==> src/rtl/vend_pkg.sv <==
// rtl/vend_pkg.sv - coin encoding, coin values and payout FSM states
package vend_pkg;

    typedef enum logic [1:0] {
        NICKEL  = 2'b00,
        DIME    = 2'b01,
        QUARTER = 2'b10,
        DOLLAR  = 2'b11
    } coin_e;

    localparam int unsigned NICKEL_CENTS  = 5;
    localparam int unsigned DIME_CENTS    = 10;
    localparam int unsigned QUARTER_CENTS = 25;
    localparam int unsigned DOLLAR_CENTS  = 100;

    typedef enum logic [1:0] {
        ST_IDLE,
        ST_OFFER,
        ST_GAP,
        ST_DONE
    } state_e;

    function automatic int unsigned coin_cents(input coin_e c);
        case (c)
            DOLLAR:  return DOLLAR_CENTS;
            QUARTER: return QUARTER_CENTS;
            DIME:    return DIME_CENTS;
            default: return NICKEL_CENTS;
        endcase
    endfunction

endpackage

==> src/rtl/coin_pick.sv <==
// rtl/coin_pick.sv - greedy choice of the largest coin not exceeding the amount owed
module coin_pick
    import vend_pkg::*;
#(
    parameter int WIDTH = 11
) (
    input  logic [WIDTH-1:0] remaining_i,
    output coin_e            coin_type_o,
    output logic [WIDTH-1:0] value_o
);

    coin_e pick;

    // Below 5 cents nothing is offered, so NICKEL is a harmless fallback.
    always_comb begin
        pick = NICKEL;
        if (remaining_i >= WIDTH'(DOLLAR_CENTS)) begin
            pick = DOLLAR;
        end else if (remaining_i >= WIDTH'(QUARTER_CENTS)) begin
            pick = QUARTER;
        end else if (remaining_i >= WIDTH'(DIME_CENTS)) begin
            pick = DIME;
        end
        coin_type_o = pick;
        value_o     = WIDTH'(coin_cents(pick));
    end

endmodule

==> src/rtl/change_dispenser.sv <==
// rtl/change_dispenser.sv - computes change owed and pays it out one coin per hopper handshake
module change_dispenser
    import vend_pkg::*;
#(
    parameter int WIDTH      = 11,
    parameter int GAP_CYCLES = 4
) (
    input  logic             clk,
    input  logic             rst_n,
    input  logic             start,
    input  logic [WIDTH-1:0] paid,
    input  logic [WIDTH-1:0] price,
    input  logic             credit,
    input  logic             abort,
    output logic             coin_valid,
    output logic [1:0]       coin_type,
    input  logic             coin_ready,
    output logic [WIDTH-1:0] remaining,
    output logic             busy,
    output logic             done,
    output logic             err
);

    localparam bit         NO_GAP   = (GAP_CYCLES == 0);
    localparam logic [7:0] GAP_LAST = NO_GAP ? 8'd0 : 8'(GAP_CYCLES - 1);

    state_e           state_q;
    logic [WIDTH-1:0] remaining_q;
    logic [7:0]       gap_cnt_q;
    logic             coin_valid_q;
    logic             busy_q;
    logic             done_q;
    logic             err_q;

    logic [WIDTH-1:0] chg;
    logic [WIDTH-1:0] chg_odd;
    logic [WIDTH-1:0] chg_even;

    // Subtract only when paid exceeds price, so the difference never wraps.
    always_comb begin
        chg = '0;
        if (!credit && (paid > price)) begin
            chg = paid - price;
        end
        chg_odd  = chg % WIDTH'(5);
        chg_even = chg - chg_odd;
    end

    coin_e            pick_type;
    logic [WIDTH-1:0] pick_value;
    logic [WIDTH-1:0] rem_after;
    logic             transfer;

    coin_pick #(.WIDTH(WIDTH)) u_coin_pick (
        .remaining_i (remaining_q),
        .coin_type_o (pick_type),
        .value_o     (pick_value)
    );

    assign transfer  = coin_valid_q & coin_ready;
    assign rem_after = remaining_q - pick_value;

    always_ff @(posedge clk or negedge rst_n) begin
        if (!rst_n) begin
            state_q      <= ST_IDLE;
            remaining_q  <= '0;
            gap_cnt_q    <= 8'd0;
            coin_valid_q <= 1'b0;
            busy_q       <= 1'b0;
            done_q       <= 1'b0;
            err_q        <= 1'b0;
        end else begin
            done_q <= 1'b0;
            case (state_q)
                ST_IDLE: begin
                    if (start) begin
                        err_q       <= (chg_odd != '0);
                        remaining_q <= chg_even;
                        busy_q      <= 1'b1;
                        if (chg_even != '0) begin
                            state_q      <= ST_OFFER;
                            coin_valid_q <= 1'b1;
                        end else begin
                            state_q <= ST_DONE;
                            done_q  <= 1'b1;
                        end
                    end
                end
                ST_OFFER: begin
                    // A coin accepted alongside abort still counts.
                    if (transfer) begin
                        remaining_q <= rem_after;
                    end
                    if (abort) begin
                        state_q      <= ST_IDLE;
                        coin_valid_q <= 1'b0;
                        busy_q       <= 1'b0;
                        gap_cnt_q    <= 8'd0;
                    end else if (transfer) begin
                        if (rem_after == '0) begin
                            state_q      <= ST_DONE;
                            coin_valid_q <= 1'b0;
                            done_q       <= 1'b1;
                        end else if (!NO_GAP) begin
                            state_q      <= ST_GAP;
                            coin_valid_q <= 1'b0;
                            gap_cnt_q    <= GAP_LAST;
                        end
                    end
                end
                ST_GAP: begin
                    if (abort) begin
                        state_q   <= ST_IDLE;
                        busy_q    <= 1'b0;
                        gap_cnt_q <= 8'd0;
                    end else if (gap_cnt_q == 8'd0) begin
                        state_q      <= ST_OFFER;
                        coin_valid_q <= 1'b1;
                    end else begin
                        gap_cnt_q <= gap_cnt_q - 8'd1;
                    end
                end
                ST_DONE: begin
                    state_q <= ST_IDLE;
                    busy_q  <= 1'b0;
                end
                default: begin
                    state_q <= ST_IDLE;
                    busy_q  <= 1'b0;
                end
            endcase
        end
    end

    assign coin_valid = coin_valid_q;
    assign coin_type  = coin_valid_q ? pick_type : NICKEL;
    assign remaining  = remaining_q;
    assign busy       = busy_q;
    assign done       = done_q;
    assign err        = err_q;

endmodule

==> config.mk <==
export PLATFORM = sky130hd
export DESIGN_NAME = change_dispenser
export DESIGN_NICKNAME = d
export VERILOG_FILES = /design/src/rtl/vend_pkg.sv /design/src/rtl/coin_pick.sv /design/src/rtl/change_dispenser.sv
export SDC_FILE = /design/constraint.sdc
export NUM_CORES = 1
export LEC_CHECK = 0
export ABC_AREA = 1
export CAP_MARGIN = 10
export CORE_UTILIZATION = 50
export CTS_BUF_LIST = sky130_fd_sc_hd__clkbuf_4
export DETAILED_ROUTE_END_ITERATION = 10
export GPL_ROUTABILITY_DRIVEN = 0
export PLACE_DENSITY = 0.83
export SYNTH_ARGS = -nofsm -noshare
export SYNTH_HDL_FRONTEND = slang
export SYNTH_SLANG_ARGS = --single-unit
==> constraint.sdc <==
create_clock -name clk -period 4.4 [get_ports clk]
set_input_delay 0.88 -clock clk [delete_from_list [all_inputs] [get_ports clk]]
set_output_delay 0.88 -clock clk [all_outputs]
set_load 0.005 [all_outputs]
[Yosys cells after proc, flatten, opt, wreduce, memory -nomap -nowiden]
Cells that the tools add are included.
Word-level totals
  flip-flop bits (word level): 25
  word-level logic and storage cells: 89
  input bits: 28
  output and inout port bits: 17
Cells by class
  divide/modulo/power cells: 1
  eq/ne operators: 16
  $lt $le $gt $ge: 4
  multiplexer cells: 39
  bitwise gates (word level): 1
  reductions and logical operators: 17
  add/subtract/negate cells: 4
Operator list (count)
  $mux 8: 5
  $mux 11: 3
  $sub 11x11->11: 3
  $pmux 11 s2: 1
  $reduce_bool 11->1: 2
  $pmux 7 s3: 1
  $mux 2: 9
  $pmux 8 s2: 1
  $mux 1: 15
  $ne 3x3->1 const B: 4
  $ge 11x4->1 const B: 1
  $ge 11x5->1 const B: 1
  $ge 11x7->1 const B: 1
  $gt 11x11->1: 1
  $logic_not 11->1: 1
  $mod 11x3->11 const B: 1
  $ne 2x2->1 const B: 5
  $eq 2x2->1 const B: 4
  $logic_not 8->1: 1
  $pmux 2 s4: 1
  $sub 8x1->8 const B: 1
  $pmux 1 s3: 2
  $reduce_and 3->1: 2
  $reduce_and 6->1: 1
  other kinds (12): 15

[Longest topological paths before layout]
Gate-level depths: netlist of run 1.
  word-level depth: 12
  depth in mapped cells: 71
  depth with buffers taken out: 71

[By module]
Synthesis of run 1 repeated with hierarchy kept, for this count alone.
Unflattened totals
  cells, all modules: 687
  area, all modules: 4226.6 um^2
Modules (own cells, without submodules)
  change_dispenser: instances 1, area an instance 4033.9 um^2, cells an instance 650, sequential area each 625.6 um^2
  coin_pick: instances 1, area an instance 192.7 um^2, cells an instance 37, sequential area each 0.0 um^2

[Worst setup path after synthesis of run 1]
OpenSTA, ideal clock, no wires.
  path kind: input -> register
  from: in paid[0]
  to: reg coin_valid_q (netlist: coin_valid)
  data required time: 4.283 ns
  stages on the path: 64
  arrival: 6.774 ns
  library setup time: 0.117 ns
  path buffers: 0
  path slack: -2.491 ns
  cell sequence: inv_1 > ha_1 > inv_1 > fa_1 > nand3_1 > nand3_1 > nand2_1 > nand2_1 > nand2_1 > nand4_1 > o21ai_1 > nand2_2 > nand2_2 > nand3_2 > nand2_2 > nand2_2 > nand2_2 > nand3_2 > (+28 left out) > a21oi_4 > nand2_4 > inv_1 > nor2_1 > xor2_1 > ha_1 > nand3_1 > and2_1 > inv_1 > nand3_2 > nand2_1 > nand3_1 > nand2_1 > nand3_2 > nor2_1 > nand3_2 > nand3_1 > nand2_1
Between the ends
  word-level cells in the longest chain between the ends: 8
  elaborated cells between the ends (all ways): 9
  those cells by class: add/sub (2); div (1); order compare (1); eq/ne (1); mux (1); reduce/logical (3)
Ends and longest elaborated chain
  start: declaration: line change_dispenser.sv:11  | input logic [WIDTH-1:0] paid,
  $gt 11x11->1: line change_dispenser.sv:42  | if (!credit && (paid > price)) begin
  $logic_and 1x1->1: line change_dispenser.sv:42
  $mux 11 (*): line change_dispenser.sv:42
  $mod 11x3->11: line change_dispenser.sv:45  | chg_odd = chg % WIDTH'(5);
  $sub 11x11->11 (*): line change_dispenser.sv:46  | chg_even = chg - chg_odd;
  $reduce_bool 11->1 (*): line change_dispenser.sv:80  | if (chg_even != '0) begin
  $ne 2x2->1 (no source line) (*)
  $reduce_and 6->1 (no source line) (*)
  end signal: assignment: line change_dispenser.sv:68  | coin_valid_q <= 1'b0;
  end signal: assignment: line change_dispenser.sv:82  | coin_valid_q <= 1'b1;
  end signal: assignment: line change_dispenser.sv:96  | coin_valid_q <= 1'b0;
  end: declaration: line change_dispenser.sv:30  | logic coin_valid_q;
Every way passes the cells marked *; elsewhere a longest branch is shown, timed or not.
A chain may end at the register's enable or synchronous reset.

[Worst setup path after layout of run 1]
Ends and elaborated chain as after synthesis.

==> results of run 1 <==
repair_timing:
item                       4_1_cts  5_1_grt
resized for setup              164      111
pin swaps                       72       70
cloned                           0        0
setup endpoints to repair       18       23
buffers inserted                25       17
path summary, 6_finish.rpt:
path | startpoint | endpoint | cells past startpoint
max | paid[0] | coin_valid$_DFFE_PN0P_ | 64
min | gap_cnt_q[6]$_DFFE_PN0P_ | gap_cnt_q[6]$_DFFE_PN0P_ | 1
max reg2reg | remaining[10]$_DFFE_PN0P_ | gap_cnt_q[7]$_DFFE_PN0P_ | 26
min reg2reg | gap_cnt_q[6]$_DFFE_PN0P_ | gap_cnt_q[6]$_DFFE_PN0P_ | 1
max in group asynchronous | rst_n | state_q[0]$_DFFE_PN0P_ | 2
min in group asynchronous | rst_n | remaining[7]$_DFFE_PN0P_ | 1
registers in the layout (all words and copies together) (netlist names):
| register | cells |
|---|---|
| remaining | 11 |
| gap_cnt_q | 8 |
| state_q | 2 |
| busy | 1 |
| coin_valid | 1 |
| done | 1 |
| err | 1 |
synthesized netlist by cell type (6+ instances only):
library cell  count
xor2_1           11
ha_1             40
xnor2_1           8
dfrtp_1          25
inv_2            17
inv_1           110
o211ai_1          6
nor3_1           13
nand2_4           8
o21ai_1           6
a21oi_1          33
nand4_1          11
nand2_1         148
nand2_2          31
o21ai_0          22
nor2_1           50
nand3_1          63
nand3_2          16
cell type report:
type	instances	area (µm²)
Clock buffer	3	22.5
Clock inverter	1	7.51
Fill cell	406	1150
Inverter	129	515
Multi-Input combinational cell	510	3870
Sequential cell	25	628
Tap cell	102	128
Timing Repair Buffer	194	1570
cells by family (layout without fill, tap and decap cells):
family / count (synthesis) / after routing
buffers and inverters: 133 / 327
adder cells (fa/ha/maj): 43 / 43
flip-flops: 25 / 25
XOR/XNOR: 19 / 19
AND/OR/NAND/NOR: 362 / 362
AO/OA/AOI/OAI: 86 / 86
metal layers:
metal  vias up  track usage, %  wire length, µm
met5         -               0                0
met4         0            13.7             1520
met3       174            2.60             1290
met2       434            61.6             8850
met1      2668            32.9             5930
li1       2546               -                -
per-stage QoR:
stage,utilization (%),hold slack [ns]
floorplan,-,0.468
global placement,71.1,0.473
detailed placement,71.1,0.490
CTS,78.0,0.514
global route,85.5,0.550
finish,85.5,0.515
critical path, delay by kind of cell:
kind | cells | cell delay (ns)
adders and majority gates | 4 | 1.00
and+or+nand+nor | 45 | 4.33
xor gates and xnor gates | 1 | 0.24
buffers and inverters | 13 | 1.28
AOI/OAI and AO/OA | 1 | 0.16
==> metrics.yaml, run 1 <==
placement:
  place_area_mm2: 0.00561
  io_buffers: 44
  dp_cells: 917
  dp_hpwl_mm: 9.44
  preCtsSetupSlack_ns: -3.40
setup_path:
  end_kind: "flop"
  cp_slowest_stage_delay_ns: 0.37
  slowest_stage: "fa_2"
  cpMostUsedCell: "nand2_2"
  worstPathRequired_ns: 4.64
  reg2reg_slack_ns: 0.02
  crit_arrival_ns: 7.96
  critPathMaxFanout: 6
  worstSetupPathType: "input port to flop"
  start_kind: "input port"
clocking:
  cts-root-buf: "clkbuf_4"
  insertion_delay_ns: 0.34
  cts_made_buffers: 3
  clk_pin_slew_ns: 0.16
  cts.sinks: 25
  postCtsHoldBufs: 0
  cts_tree: "yes"
  cts_buffer_depth: 2
  ctsHtreeMaxLevel: 1
detailed_routing:
  wire_per_inst_um: 18.2
  drt-vias-per-instance: 6.04
  drtIter0Drc: 403
  vias: 5822
  dr.pass1.iters: 7
  drc: 0
  wl_mm: 17.6
  postRouteAntennaNets: 0
grt:
  grt_max_degree: 26
  grt_pass1_wl_mm: 22.4
  first_global_vias: 5244
  grt-ovfl-total: 0
  track_usage_pct: 31.1
  antenna_found_initial: 0
status:
  violations: "negative setup slack"
  run_status: "complete, but fails checks"
sta:
  drv_slew: 0
  post-route-period-util_pct: 175
  worstMarginPinSlew_ns: 0.749
  clock_skew_ns: 0.0108
  slew_headroom_pct: 50.1
  min_period_ns: 7.72
  max_freq_mhz: 130
  hold_viol_final: 0
  setup_viol: 15
  fin_tns_setup_ns: -43.35
  layout_setup_ws_ns: -3.32
  rsz0062_at_grt: "true"
synth:
  ys_types: 46
  yosysTopAreaCell: "dfrtp_1"
  synth_nets: 739
  synth-xor-area-share_pct: 3.98
  synth-async-reset-ratio_pct: 100
  synth_edf_count: 0
  synth-adder-area-share_pct: 13.4
  synthCells: 668
  netlist_area_mm2: 0.00418
  muxShareOfSynthArea_pct: 0
  synthFlopType: "dfrtp_1"
  synthSimpleGateAreaFrac_pct: 43.2
  yosysWarningCount: 0
  synth_top_area_share_pct: 15.0
  ys_top_cells_by_area: "dfrtp_1, nand2_1, ha_1, inv_1, nand3_1"
  synth-seq-cells: 25
  synth_top_family_by_area: "simple AND/OR/NAND/NOR gates"
  ys_seq_area_share_pct: 15.0
  synth_compound_area_share_pct: 12.4
  synth.avg_cell_area_um2: 6.25
cells_and_area:
  layout_commonest_cell: "buf_4"
  nets: 934
  stdcell_area_mm2: 0.00674
  layout_common_cells: "buf_4, nand2_1, inv_1"
  synthToLayoutAreaGrowth_pct: 61.3
  layout-drive-gt1-share_pct: 48.5
  final_cells: 964
  antenna_cells: 0
floorplan:
  rows: 32
  initial_core_util_pct: 53.0
  die_x_um: 93.4
  dieHeight_um: 93.4
  core_area_mm2: 0.00789
  ios: 45
  dieArea_mm2: 0.00873
hold_path:
  holdCritPathClass: "flop to flop"
job:
  maxCapViolCount: 0
Power of run 1 is left out: the tool's default activity adds up to more than one toggle a clock period on the data nets, which glitch-free logic cannot reach.
==> run 2: changes to the inputs <==
Settings changed: GPL_TIMING_DRIVEN set to 0.
==> run 2 against run 1 <==
Effect of this change:
- the flow still finishes with violations (negative setup slack)
- flip-flop and latch count unchanged
- worst hold slack better by 0.0012 ns
- sequential share of layout area up 0.98 points
- clock skew down 0.0086 ns
- cell count down 10%
- non-clock buffer count down 97
- clock-buffer cell count unchanged
- largest cell class unchanged
- fmax up 3.4%
- via count down 13%
==> metrics.yaml, run 2 (synthesis gave the netlist of run 1 again) <==
setup_path:
  worstSetupPathType: "input port to flop"
  start_kind: "input port"
  end_kind: "flop"
  critPathMaxFanout: 6  # unchanged
  worstPathRequired_ns: 4.67  # +0.03 ns
  crit_arrival_ns: 7.73  # -0.23 ns
  cp_slowest_stage_delay_ns: 0.42  # +0.05 ns
  slowest_stage: "fa_2"
floorplan:
  die_x_um: 93.4  # unchanged
  rows: 32  # unchanged
  core_area_mm2: 0.00789  # unchanged
  dieArea_mm2: 0.00873  # unchanged
  initial_core_util_pct: 53.0  # unchanged
  ios: 45  # unchanged
  dieHeight_um: 93.4  # unchanged
detailed_routing:
  drtIter0Drc: 315  # -22%
  wire_per_inst_um: 16.1  # -12%
  drt-vias-per-instance: 5.84  # -3.4%
  drc: 0  # unchanged
  vias: 5060  # -13%
  dr.pass1.iters: 5  # -2
  postRouteAntennaNets: 0  # unchanged
  wl_mm: 14.0  # -21%
sta:
  post-route-period-util_pct: 170  # -5.8 points
  worstMarginPinSlew_ns: 0.630  # -0.119 ns
  min_period_ns: 7.47  # -0.254 ns
  hold_viol_final: 0  # unchanged
  rsz0062_at_grt: "true"
  layout_setup_ws_ns: -3.07  # +0.254 ns
  drv_slew: 0  # unchanged
  slew_headroom_pct: 57.7  # +7.6 points
  clock_skew_ns: 0.00212  # -0.00863 ns
  max_freq_mhz: 134  # +3.4%
  setup_viol: 15  # unchanged
clocking:
  clk_pin_slew_ns: 0.16  # about the same
  cts_buffer_depth: 2  # unchanged
  ctsHtreeMaxLevel: 1  # unchanged
  cts_made_buffers: 3  # unchanged
  cts.sinks: 25  # unchanged
  cts_tree: "yes"
  insertion_delay_ns: 0.35  # about the same
  cts-root-buf: "clkbuf_4"
cells_and_area:
  multiInputGateArea_mm2: 0.00394  # +1.8%
  synthToLayoutAreaGrowth_pct: 45.3
  fin_util_pct: 77.0  # -8.5 points
  seqCellArea_um2: 626  # -0.40%
  layout-drive-gt1-share_pct: 39.2  # -9.3 points
  largest_reg_flops: 11  # unchanged
  final_cells: 867  # -10%
  layout_commonest_cell: "nand2_1"
  layout_common_cells: "nand2_1, inv_1, nand2_2"
  antenna_cells: 0  # unchanged
  nets: 837  # -10%
  nFillCells: 520  # +28%
grt:
  grt-ovfl-total: 0  # unchanged
  antenna_found_initial: 0  # unchanged
  grt_max_degree: 26  # unchanged
  first_global_vias: 4578  # -13%
  grt_pass1_wl_mm: 19.2  # -14%
  track_usage_pct: 26.6  # -4.6 points
placement:
  dp_cells: 814  # -11%
  preCtsSetupSlack_ns: -3.78  # -0.379 ns
  io_buffers: 44  # unchanged
  dp_hpwl_mm: 8.39  # -11%
status:
  run_status: "complete, but fails checks"
  violations: "negative setup slack"
job:
  maxCapViolCount: 0  # unchanged
hold_path:
  holdCritPathClass: "flop to flop"
==> run 2: cell types whose count changed in the layout (fill, tap and decap cells not counted), sizes merged <==
cell,before,now
dlygate4sd2,0,12
clkbuf,5,7
clkdlybuf4s15,8,7
buf,162,52
==> run 2: per-layer routing <==
layer	vias up	track usage (%)	routed length [µm]
met3	85	1.71	613
met4	0	12.2	815
met2	249	52.0	7310
li1	2359	-	-
met1	2367	28.8	5230
met5	-	0	0
==> run 2: final cells by class <==
cell class	instances	share of cell area, %
multi-input cells	510	64.9
repair buffers	93	13.4
flip-flops and latches	25	10.3
inverters	129	8.45
well taps	102	2.10
clock buffers	3	0.371
plain buffers	4	0.309
clock inverters	1	0.124
==> run 2: path summary, 6_finish.rpt <==
check                      depth (start not counted)                        to  slack [ns]                startpoint
setup / recovery                                  59    coin_valid$_DFFE_PN0P_       -3.07                   paid[0]
hold / removal                                     2           err$_DFFE_PN0P_        0.52           err$_DFFE_PN0P_
setup reg to reg                                  27  gap_cnt_q[6]$_DFFE_PN0P_        0.22  remaining[2]$_DFFE_PN0P_
hold reg to reg                                    2           err$_DFFE_PN0P_        0.52           err$_DFFE_PN0P_
max in group asynchronous                          2    state_q[1]$_DFFE_PN0P_        3.13                     rst_n
min in group asynchronous                          1  remaining[8]$_DFFE_PN0P_        0.83                     rst_n
==> run 2: critical path, delay by kind of cell <==
kind | cells | cell delay (ns)
buffers and inverters | 14 | 1.43
and+or+nand+nor | 37 | 3.69
adders and majority gates | 4 | 1.03
AOI/OAI and AO/OA | 2 | 0.35
xor gates and xnor gates | 2 | 0.32
==> run 2: per-stage QoR <==
step | TNS (ns) | cell area (µm²) | hold slack, ns
floorplan | -28.99 | 4250 | 0.468
global placement | -45.85 | 4820 | 0.476
detailed placement | -51.10 | 4820 | 0.485
CTS | -32.55 | 5380 | 0.519
global route | -44.45 | 6070 | 0.543
finish | -39.25 | 6070 | 0.516
==> run 2: what timing repair did <==
| item | 4_1_cts | 5_1_grt |
|---|---|---|
| endpoints found under the hold margin | 0 | 0 |
| setup buffers | 33 | 15 |
| setup endpoints to repair | 19 | 21 |
| hold buffers | 0 | 0 |
| pin swaps | 48 | 74 |
| gates resized for setup | 109 | 129 |
Power of run 2 is left out for the same reason.
==> run 3: changes to the inputs <==
Settings changed: CAP_MARGIN 10 to unset, CORE_UTILIZATION 50 to 36, PLACE_DENSITY 0.83 to 0.66.
==> run 3 against run 2 <==
Effect of this change:
- the run still ends with negative setup slack left
- core utilization down 20 points
- clock skew up 0.0020 ns
- via count down 6.8%
- flip-flop and latch count unchanged
- critical path type unchanged
- largest cell class unchanged
==> metrics.yaml, run 3 (synthesis gave the netlist of run 1 again) <==
setup_path:
  cpMostUsedCell: "nand2_2"
  reg2reg_from: "remaining[7]$_DFFE_PN0P_"
  crit_arrival_ns: 7.37  # -0.36 ns
  critPathMaxFanout: 5  # -1
  critPathBufInv: 7  # -7
  reg2reg_slack_ns: 0.25  # +0.03 ns
  worstSetupPathType: "input port to flop"
  start_kind: "input port"
  cp_slowest_stage_delay_ns: 0.32  # -0.10 ns
  critical_path.top_delay_family: "simple AND/OR/NAND/NOR gates"
  worstPathRequired_ns: 4.67  # about the same
  end_kind: "flop"
  reg2regPathDepth: 25  # -7.4%
  slowest_stage: "ha_1"
  r2r-end: "gap_cnt_q[7]$_DFFE_PN0P_"
floorplan:
  dieHeight_um: 110  # +17%
  dieArea_mm2: 0.0120  # +38%
  die_x_um: 110  # +17%
  initial_core_util_pct: 37.7  # -15 points
  core_area_mm2: 0.0111  # +40%
  rows: 38  # +19%
  ios: 45  # unchanged
sta:
  min_period_ns: 7.11  # -0.361 ns
  max_freq_mhz: 141  # +5.1%
  clock_skew_ns: 0.00415  # +0.00203 ns
  fin_tns_setup_ns: -34.46  # +4.79 ns
  setup_viol: 15  # unchanged
  drv_slew: 0  # unchanged
  hold_ws_ns: 0.507  # -0.00872 ns
  hold_viol_final: 0  # unchanged
  layout_setup_ws_ns: -2.71  # +0.361 ns
  rsz0062_at_grt: "true"
  slew_headroom_pct: 22.2  # -35 points
  worstMarginPinSlew_ns: 1.16  # +0.533 ns
  post-route-period-util_pct: 161  # -8.2 points
hold_path:
  min_from: "gap_cnt_q[6]$_DFFE_PN0P_"
  holdCritPathClass: "flop to flop"
  hold_depth: 1  # -1
  min_to: "gap_cnt_q[6]$_DFFE_PN0P_"
clocking:
  clk_pin_slew_ns: 0.15  # about the same
  ctsHtreeMaxLevel: 1  # unchanged
  cts_tree: "yes"
  cts_made_buffers: 3  # unchanged
  cts.sinks: 25  # unchanged
  postCtsHoldBufs: 0  # unchanged
  cts_buffer_depth: 2  # unchanged
  insertion_delay_ns: 0.33  # -0.02 ns
  cts-root-buf: "clkbuf_4"
detailed_routing:
  topRoutingLayerUsed: "met4"
  drtIter0Drc: 204  # -35%
  dr_wl_met3_um: 318  # -48%
  m1WireLength_mm: 4.97  # -5.1%
  vias: 4717  # -6.8%
  postRouteAntennaNets: 0  # unchanged
  wl_met2_mm: 6.38  # -13%
  dr.pass1.iters: 4  # -1
  drc: 0  # unchanged
  drt-vias-per-instance: 5.08  # -13%
  wire_per_inst_um: 12.9  # -20%
  wl_mm: 12.0  # -14%
grt:
  first_global_vias: 4405  # -3.8%
  grt_max_degree: 26  # unchanged
  grt-ovfl-total: 0  # unchanged
  grt_pass1_wl_mm: 18.7  # -2.8%
  track_usage_pct: 18.8  # -7.8 points
  antenna_found_initial: 0  # unchanged
status:
  run_status: "complete, but fails checks"
  violations: "negative setup slack"
cells_and_area:
  nets: 860  # +2.7%
  layout_common_cells: "nand2_1, inv_1, buf_4"
  synthToLayoutAreaGrowth_pct: 50.9
  antenna_cells: 0  # unchanged
  layout-drive-gt1-share_pct: 43.8  # +4.6 points
  seqCellArea_um2: 628  # +0.40%
  nFillCells: 1034  # +99%
  multiInputGateArea_mm2: 0.00397  # +0.79%
  layout_commonest_cell: "nand2_1"
  largest_reg_flops: 11  # unchanged
placement:
  dp_hpwl_mm: 8.07  # -3.8%
  io_buffers: 44  # unchanged
job:
  maxCapViolCount: 0  # unchanged
run 3: per-stage QoR:
step	util [%]	instances	cell area (µm²)	setup slack, ns
final	56.9	928	6310	-2.71
after global routing	56.9	928	6310	-3.13
after CTS	50.8	906	5630	-2.50
after detailed placement	44.0	852	4870	-3.75
after global placement	44.0	852	4870	-3.59
after floorplan	-	668	4250	-2.32
run 3: area by class of cell:
class                           count  share of cell area (%)
Multi-Input combinational cell    510                    63.0
Timing Repair Buffer              116                    15.4
Sequential cell                    25                    9.96
Inverter                          129                    8.12
Tap cell                          140                    2.78
Clock buffer                        3                   0.357
Buffer                              4                   0.298
Clock inverter                      1                   0.119
run 3: per-layer routing:
layer | GRT usage (%) | vias to the layer above
met3 | 1.07 | 27
met1 | 21.5 | 2189
met4 | 4.57 | 0
met2 | 37.4 | 105
li1 | - | 2396
met5 | 0 | -
run 3: worst max path at each step:
stage                        from  cells past startpoint                     end  slack [ns]
final                     paid[4]                     62  state_q[1]$_DFFE_PN0P_       -2.71
after global routing      paid[0]                     68  state_q[1]$_DFFE_PN0P_       -3.13
after CTS                 paid[0]                     67  coin_valid$_DFFE_PN0P_       -2.50
after detailed placement  paid[0]                     68  state_q[1]$_DFFE_PN0P_       -3.75
after global placement    paid[0]                     68  state_q[1]$_DFFE_PN0P_       -3.59
after floorplan           paid[0]                     67  coin_valid$_DFFE_PN0P_       -2.32
run 3: repair_timing:
action,4_1_cts,5_1_grt
pin swaps,80,84
setup endpoints to repair,19,21
gates cloned,0,0
buffers inserted,50,25
gates resized for setup,158,134
Power of run 3 is left out for the same reason.
